--- config.mk ---
export PLATFORM = sky130hd
export DESIGN_NAME = cnt_shifter
export DESIGN_NICKNAME = d
export VERILOG_FILES = /design/src/rtl/cnt_shifter.sv
export SDC_FILE = /design/constraint.sdc
export NUM_CORES = 1
export LEC_CHECK = 0
export ABC_AREA = 1
export BUFFER_PORTS_ARGS = -buffer_cell sky130_fd_sc_hd__buf_2
export CAP_MARGIN = 20
export CORE_MARGIN = 2
export CORE_UTILIZATION = 50
export CTS_BUF_LIST = sky130_fd_sc_hd__clkbuf_4 sky130_fd_sc_hd__clkbuf_8
export DETAILED_ROUTE_END_ITERATION = 8
export PLACE_DENSITY = 0.77
export SETUP_SLACK_MARGIN = 0.15
export SYNTH_ARGS = -nofsm -noshare
export SYNTH_HDL_FRONTEND = slang
export SYNTH_SLANG_ARGS = --single-unit
--- constraint.sdc ---
create_clock -name clk -period 1.95 [get_ports clk]
set_input_delay 0.39 -clock clk [delete_from_list [all_inputs] [get_ports clk]]
set_output_delay 0.39 -clock clk [all_outputs]
set_load 0.005 [all_outputs]
--- src/rtl/cnt_shifter.sv ---
// cnt_shifter: sequential shifter. It loads a data word on start and then shifts
// it one bit per clock, for a clamped amount taken from the mod-5 counter.
// Optional build macro: CNT_SHIFTER_ROTATE_EN adds the rot input, which makes
// the shifts rotations instead of zero-filled shifts.
module cnt_shifter #(
    parameter int WIDTH   = 8,
    parameter int MAX_AMT = 4
) (
    input  logic             clk,
    input  logic             reset_n,
    input  logic             start,
    input  logic [2:0]       amt,
    input  logic             dir,
`ifdef CNT_SHIFTER_ROTATE_EN
    input  logic             rot,
`endif
    input  logic [WIDTH-1:0] d_in,
    output logic [WIDTH-1:0] q,
    output logic             busy,
    output logic             done
);

    typedef enum logic [1:0] {IDLE = 2'd0, SHIFT = 2'd1, DONE = 2'd2} state_t;

    state_t           state_q, state_d;
    logic [2:0]       rem_q, rem_d;
    logic             dir_q, dir_d;
    logic             rot_q, rot_d;
    logic [WIDTH-1:0] q_q, q_d;
    logic             busy_q, busy_d;
    logic             done_q, done_d;

    logic [2:0]       amt_cl;
    logic             rot_in;
    logic             fill;

    // Counter values above MAX_AMT collapse onto MAX_AMT.
    assign amt_cl = (amt > 3'(MAX_AMT)) ? 3'(MAX_AMT) : amt;

`ifdef CNT_SHIFTER_ROTATE_EN
    assign rot_in = rot;
`else
    assign rot_in = 1'b0;
`endif

    // The fill bit is the bit that leaves the word when rotating, and 0 otherwise.
    assign fill = rot_q & (dir_q ? q_q[0] : q_q[WIDTH-1]);

    // Next-state, datapath and registered-output decode.
    always_comb begin
        state_d = state_q;
        rem_d   = rem_q;
        dir_d   = dir_q;
        rot_d   = rot_q;
        q_d     = q_q;
        case (state_q)
            IDLE: begin
                if (start) begin
                    q_d     = d_in;
                    dir_d   = dir;
                    rot_d   = rot_in;
                    rem_d   = amt_cl;
                    state_d = (amt_cl == 3'd0) ? DONE : SHIFT;
                end
            end
            SHIFT: begin
                q_d   = dir_q ? {fill, q_q[WIDTH-1:1]} : {q_q[WIDTH-2:0], fill};
                rem_d = rem_q - 3'd1;
                if (rem_q == 3'd1) state_d = DONE;
            end
            DONE: begin
                state_d = IDLE;
            end
            default: begin
                state_d = IDLE;
            end
        endcase
        busy_d = (state_d == SHIFT);
        done_d = (state_d == DONE);
    end

    // State and output registers; reset clears everything immediately.
    always_ff @(posedge clk or negedge reset_n) begin
        if (!reset_n) begin
            state_q <= IDLE;
            rem_q   <= '0;
            dir_q   <= 1'b0;
            rot_q   <= 1'b0;
            q_q     <= '0;
            busy_q  <= 1'b0;
            done_q  <= 1'b0;
        end else begin
            state_q <= state_d;
            rem_q   <= rem_d;
            dir_q   <= dir_d;
            rot_q   <= rot_d;
            q_q     <= q_d;
            busy_q  <= busy_d;
            done_q  <= done_d;
        end
    end

    assign q    = q_q;
    assign busy = busy_q;
    assign done = done_q;

endmodule

==> results.py, run 1 <==
metrics = {
    "pwr": {
        "clkPwrFrac": 0.122,
        "internal_power_uw": 970.0,
        "p_per_area_nw_per_um2": 1697,
        "pwr-share-seq": 0.365,
        "comb_power_share": 0.513,
        "finalPower_uw": 1784,
        "p_sw_frac": 0.4563,
        "p_leak_uw": 0.0005816,
        "max-vdd-ir-drop_mv": 0.8313,
        "power_switching_uw": 814.0,
    },
    "routing": {
        "postRouteAntennaNets": 0,
        "wirelength_um": 1916,
        "drtPass1Iterations": 4,
        "drt_iter0_drc": 23,
        "wl_per_cell_um": 11.40,
        "via_count": 828,
        "drc": 0,
        "viasPerCell": 4.929,
    },
    "cells_and_area": {
        "insertedDiodeCount": 0,
        "layout_common_cells": "nand2_1 (30), buf_2 (24), inv_1 (17), dfrtp_1 (16), nand3_1 (14)",
        "fin_util": 0.6154,
        "layout_commonest_cell": "nand2_1",
        "regArea_um2": 400.4,
        "drive_above_1_share": 0.2448,
        "fillerInstances": 155,
        "stdcell_count": 168,
        "fin_area_um2": 1051,
        "multi_input_area_um2": 391.6,
        "nets": 161,
        "area_growth_pct": 16.51,
    },
    "worst_setup_path": {
        "worst_ep_arrival_time_ps": 1400,
        "worstSetupEndpointType": "flip-flop",
        "required_ps": 2120,
        "worst-setup-path-type": "flip-flop to flip-flop",
        "start_kind": "flip-flop",
        "crit_fanout": 12,
    },
    "synth": {
        "synth.area.top_cells": "dfrtp_1 (44%), nand2_1 (12%), nand3_1 (7.8%)",
        "syn-cell-area_um2": 902.1,
        "synth_top_area_frac": 0.4438,
        "async_flop_share": 1.000,
        "syn_nets": 136,
        "synth-edff-count": 0,
        "yosysTopAreaCell": "dfrtp_1",
        "synthDistinctLibCells": 17,
        "synthFlopType": "dfrtp_1",
        "synth_cells": 119,
        "synth_seq_cells": 16,
        "avgSynthCellArea_um2": 7.581,
        "yosys_warnings": 0,
        "ys_seq_area_frac": 0.4438,
    },
    "place": {
        "placed_cell_area_um2": 1015,
        "dp.cells": 164,
        "port_buffers": 24,
        "gp_congestion": 0.7953,
        "dp_hpwl_um": 1472,
    },
    "floorplanning": {
        "dieArea_um2": 2160,
        "design.portCount": 25,
        "dieHeight_um": 46.48,
        "rows": 15,
        "start_util": 0.5282,
        "die_x_um": 46.48,
        "core_area_um2": 1708,
    },
    "global_routing": {
        "grt_overflow": 0,
        "grt_pass1_vias": 723,
        "grt_max_degree": 17,
        "grt_use_met3": 0.03529,
        "grt_util_all_layers": 0.1966,
        "antenna_found_initial": 0,
        "gr-usage-met1": 0.2596,
        "grt.busiest_layer": "met2",
        "met2_usage": 0.3194,
        "grt_pass1_wl_um": 2994,
    },
    "sta": {
        "slew_viol_final": 0,
        "worst_pin_slew_ps": 353.5,
        "finClkSkew_ps": 2.544,
        "fmaxAchievable_mhz": 815.0,
        "fin_setup_tns_ps": 0,
        "slew_headroom": 0.7643,
        "period_minus_slack_ps": 1227,
        "hold_viol_final": 0,
        "post-route-period-util": 0.6292,
        "setup_viol": 0,
        "rsz0062_at_grt": "false",
    },
    "status": {
        "status": "finished, final reports clean",
    },
    "clock_network": {
        "cts_sinks": 16,
        "cts_resized": 0,
        "cts.clk_slew.worst_paths_ps": 90,
        "htree_levels": 1,
        "clockRootBuffer": "clkbuf_4",
        "hold_buffers": 0,
        "cts_setup_buffers": 0,
        "cts_inserted_buffers": 3,
        "cts_tree": "yes",
        "clk_latency_ps": 280,
        "clk_path_buf_depth": 2,
    },
    "worst_hold_path": {
        "hold_class": "input port to async pin",
    },
    "flow_run": {
        "cap_violations": 0,
    },
}
[cells by family after synthesis]
group	count (synthesis)	share of synthesized area
AOI/OAI and AO/OA	21	0.1207
adders and majority gates	2	0.02773
buffers and inverters	23	0.1220
DFF	16	0.4438
and+or+nand+nor	57	0.2857
[power by group through the flow]
stage / Clock (µW) / Combinational (µW) / Sequential, µW
floorplan: 0 / 737 / 631
global placement: 0 / 881 / 647
global route: 245 / 1050 / 675
finish: 217 / 916 / 651
detailed placement: 0 / 914 / 657
CTS: 222 / 918 / 649
[registers in the layout (all words and copies together) (netlist names)]
name,count
q,8
rem_q,3
state_q,2
busy,1
dir_q,1
done,1
[metrics by stage]
stage / setup slack [ps] / hold WS, ps
after floorplan: 935.5 / 94.41
after global placement: 798.4 / 321.7
after detailed placement: 742.4 / 320.7
after CTS: 725.5 / 10.02
after global routing: 614.2 / 8.989
final: 723.1 / 4.116
[synth_stat cells, types with 2 or more instances]
cell	number
nand2_1	30
inv_1	17
dfrtp_1	16
nand3_1	14
o21ai_0	12
nor2_1	8
a21oi_1	7
buf_6	3
ha_1	2
inv_2	2
nand2_4	2
[worst paths after layout]
path / from / to / cells past startpoint / slack [ps]
max in group asynchronous: reset_n / done$_DFF_PN0_ / 1 / 1690
min in group clk: dir / dir_q$_DFFE_PN0P_ / 3 / 330
setup / recovery: state_q[1]$_DFF_PN0_ / q[7]$_DFFE_PN0P_ / 6 / 720
hold / removal: reset_n / rem_q[2]$_DFFE_PN0P_ / 1 / 4
setup reg to reg: state_q[1]$_DFF_PN0_ / q[7]$_DFFE_PN0P_ / 6 / 720
hold reg to reg: rem_q[2]$_DFFE_PN0P_ / rem_q[2]$_DFFE_PN0P_ / 2 / 520
[worst max-delay path, cell delays in order, from the launching register on]
cell,delay (ps)
dfrtp_1,450
inv_2,140
nand2_4,110
nand2_2,220
inv_1,90
nand2_1,60
nand2_1,50
[metal layers]
metal / part of all wire / wire [µm]
met1: 0.45 / 871
met2: 0.48 / 917
met3: 0.057 / 110
met4: 0.0084 / 16
met5: 0 / 0
[cell type report]
type,count,share of cell area
sequential,16,0.3810
inverter,19,0.06786
tap,25,0.02976
timing repair buffer,24,0.1143
multi-input combinational,80,0.3726
clock buffer,4,0.03452
Power figures use the tool's default switching activity.
==> inputs of run 2 (changes only) <==
==> constraint.sdc (replaced) <==
create_clock -name clk -period 1.2 [get_ports clk]
set_input_delay 0.24 -clock clk [delete_from_list [all_inputs] [get_ports clk]]
set_output_delay 0.24 -clock clk [all_outputs]
set_load 0.005 [all_outputs]
==> run 2 against run 1 <==
Count of clock-buffer cells in the layout decreased by 1. Routed wire length is 20% higher. Maximum frequency is 13% higher. Clock skew up 1.9 ps. Utilization grew 11 points. Via count rose by 14%. Worst setup slack worse by 610 ps. Global-route usage is 3.3 points higher. Sequential cell count unchanged. Non-clock buffer count is 13 higher. Combinational power increased to 2.5 times the previous value. Hold slack improved by 180 ps. Largest power group unchanged.
==> results.py, run 2 (synthesized netlist as in run 1, its figures left out) <==
metrics = {
    "floorplanning": {
        "dieArea_um2": 2160,
        "design.portCount": 25,
        "dieHeight_um": 46.48,
        "start_util": 0.5282,
        "die_x_um": 46.48,
        "rows": 15,
        "core_area_um2": 1708,
    },
    "routing": {
        "postRouteAntennaNets": 0,
        "wirelength_um": 2305,
        "wl_per_cell_um": 12.73,
        "drt_iter0_drc": 45,
        "drc": 0,
        "viasPerCell": 5.215,
        "drtPass1Iterations": 4,
        "via_count": 944,
    },
    "sta": {
        "worst_pin_slew_ps": 381.2,
        "period_minus_slack_ps": 1086,
        "fin_setup_tns_ps": 0,
        "rsz0062_at_grt": "true",
        "hold_viol_final": 0,
        "slew_headroom": 0.7459,
        "setup_viol": 0,
        "fin_hold_ws_ps": 186.4,
        "slew_viol_final": 0,
        "finClkSkew_ps": 4.471,
        "fmaxAchievable_mhz": 920.8,
        "post-route-period-util": 0.9050,
    },
    "worst_hold_path": {
        "hold_class": "input port to flip-flop",
    },
    "pwr": {
        "max-vdd-ir-drop_mv": 1.529,
        "p_per_area_nw_per_um2": 2927,
        "p_leak_uw": 0.0006591,
    },
    "global_routing": {
        "grt_overflow": 0,
        "grt_pass1_wl_um": 3484,
        "antenna_found_initial": 0,
        "grt_max_degree": 17,
        "grt_util_all_layers": 0.2296,
        "grt_pass1_vias": 827,
    },
    "worst_setup_path": {
        "worst-setup-path-type": "flip-flop to flip-flop",
        "crit_path_top_delay_cell": "dfrtp_2",
        "crit_fanout": 5,
        "worst_ep_arrival_time_ps": 1260,
        "start_kind": "flip-flop",
        "max_stage_delay_ps": 450,
        "worstSetupEndpointType": "flip-flop",
        "worstPathCellList": "inv_4 -> nand2_4 -> clkbuf_16 -> o21ai_0 -> a21oi_1",
        "required_ps": 1370,
    },
    "cells_and_area": {
        "largest_reg_flops": 8,
        "regArea_um2": 401.6,
        "layout_common_cells": "nand2_1 (30), buf_2 (24), inv_1 (15), dfrtp_1 (15), nand3_1 (11)",
        "multi_input_area_um2": 462.9,
        "drive_above_1_share": 0.3782,
        "area_growth_pct": 37.17,
        "nets": 175,
        "insertedDiodeCount": 0,
        "layout_commonest_cell": "nand2_1",
        "fillerInstances": 131,
    },
    "clock_network": {
        "cts_sinks": 16,
        "cts_tree": "yes",
        "cts_inserted_buffers": 3,
        "htree_levels": 1,
        "clk_path_buf_depth": 2,
        "cts.clk_slew.worst_paths_ps": 100,
        "clk_latency_ps": 280,
        "clockRootBuffer": "clkbuf_4",
    },
    "status": {
        "status": "finished, final reports clean",
    },
    "place": {
        "port_buffers": 24,
        "gp_congestion": 0.8817,
        "dp_hpwl_um": 1401,
    },
    "flow_run": {
        "cap_violations": 0,
    },
}
==> run 2: changes by cell type in the layout (fill, tap and decap cells not counted), sizes merged <==
cell / previous run / this run
buf: 24 / 35
dlygate4sd3: 0 / 1
nor2: 9 / 10
==> run 2: through the flow <==
stage | util | instances | worst slack, ps | power [µW] | area, µm²
after floorplan | - | 119 | 185.5 | 2222 | 902.1
after global placement | 0.6029 | 166 | 85.18 | 2551 | 1030
after detailed placement | 0.6029 | 166 | 54.47 | 2598 | 1030
after CTS | 0.6930 | 180 | 136.1 | 3331 | 1184
after global routing | 0.7245 | 181 | 51.48 | 3940 | 1237
final | 0.7245 | 181 | 114.0 | 3622 | 1237
==> run 2: worst max-delay path: cells and delay by family (launching register included) <==
kind / cells / cell delay (ps)
buffers and inverters: 2 / 270
AO/OA/AOI/OAI: 2 / 150
flip-flops: 1 / 450
AND/OR/NAND/NOR: 1 / 90
==> run 2: layout make-up <==
type | instances | share of cell area
clock buffers | 3 | 0.01820
inverters | 19 | 0.05966
multi-input cells | 81 | 0.3741
flip-flops and latches | 16 | 0.3246
well taps | 25 | 0.02528
repair buffers | 37 | 0.1982
==> run 2: power by group <==
group | internal, µW | switching, µW | total (µW)
Clock | 117 | 171 | 287
Combinational | 1040 | 1290 | 2320
Sequential | 827 | 183 | 1010
==> run 2: metal layers <==
| metal | global-route usage | vias to the layer above | wire length (µm) |
|---|---|---|---|
| li1 | - | 451 | - |
| met1 | 0.3155 | 442 | 983 |
| met2 | 0.3417 | 42 | 1096 |
| met3 | 0.05882 | 9 | 160 |
| met4 | 0.09143 | 0 | 64 |
| met5 | 0 | - | 0 |
==> run 2: timing repair <==
action                                  CTS  global route
hold buffers                              1             0
setup buffers                             9             0
endpoints found under the hold margin    16             0
pin swaps                                 5             1
endpoints found under the setup margin   22            25
gates resized for setup                  13             9
cloned                                    1             1
==> run 2: final timing paths <==
kind                                 startpoint              endpoint  slack [ps]  cells after the start
setup / recovery           state_q[1]$_DFF_PN0_      q[4]$_DFFE_PN0P_         110                      5
hold / removal                              dir     dir_q$_DFFE_PN0P_         190                      3
setup reg to reg           state_q[1]$_DFF_PN0_      q[4]$_DFFE_PN0P_         110                      5
hold reg to reg            rem_q[2]$_DFFE_PN0P_  rem_q[2]$_DFFE_PN0P_         550                      2
max in group asynchronous               reset_n  state_q[1]$_DFF_PN0_         500                      2
min in group asynchronous               reset_n  rem_q[2]$_DFFE_PN0P_         400                      2
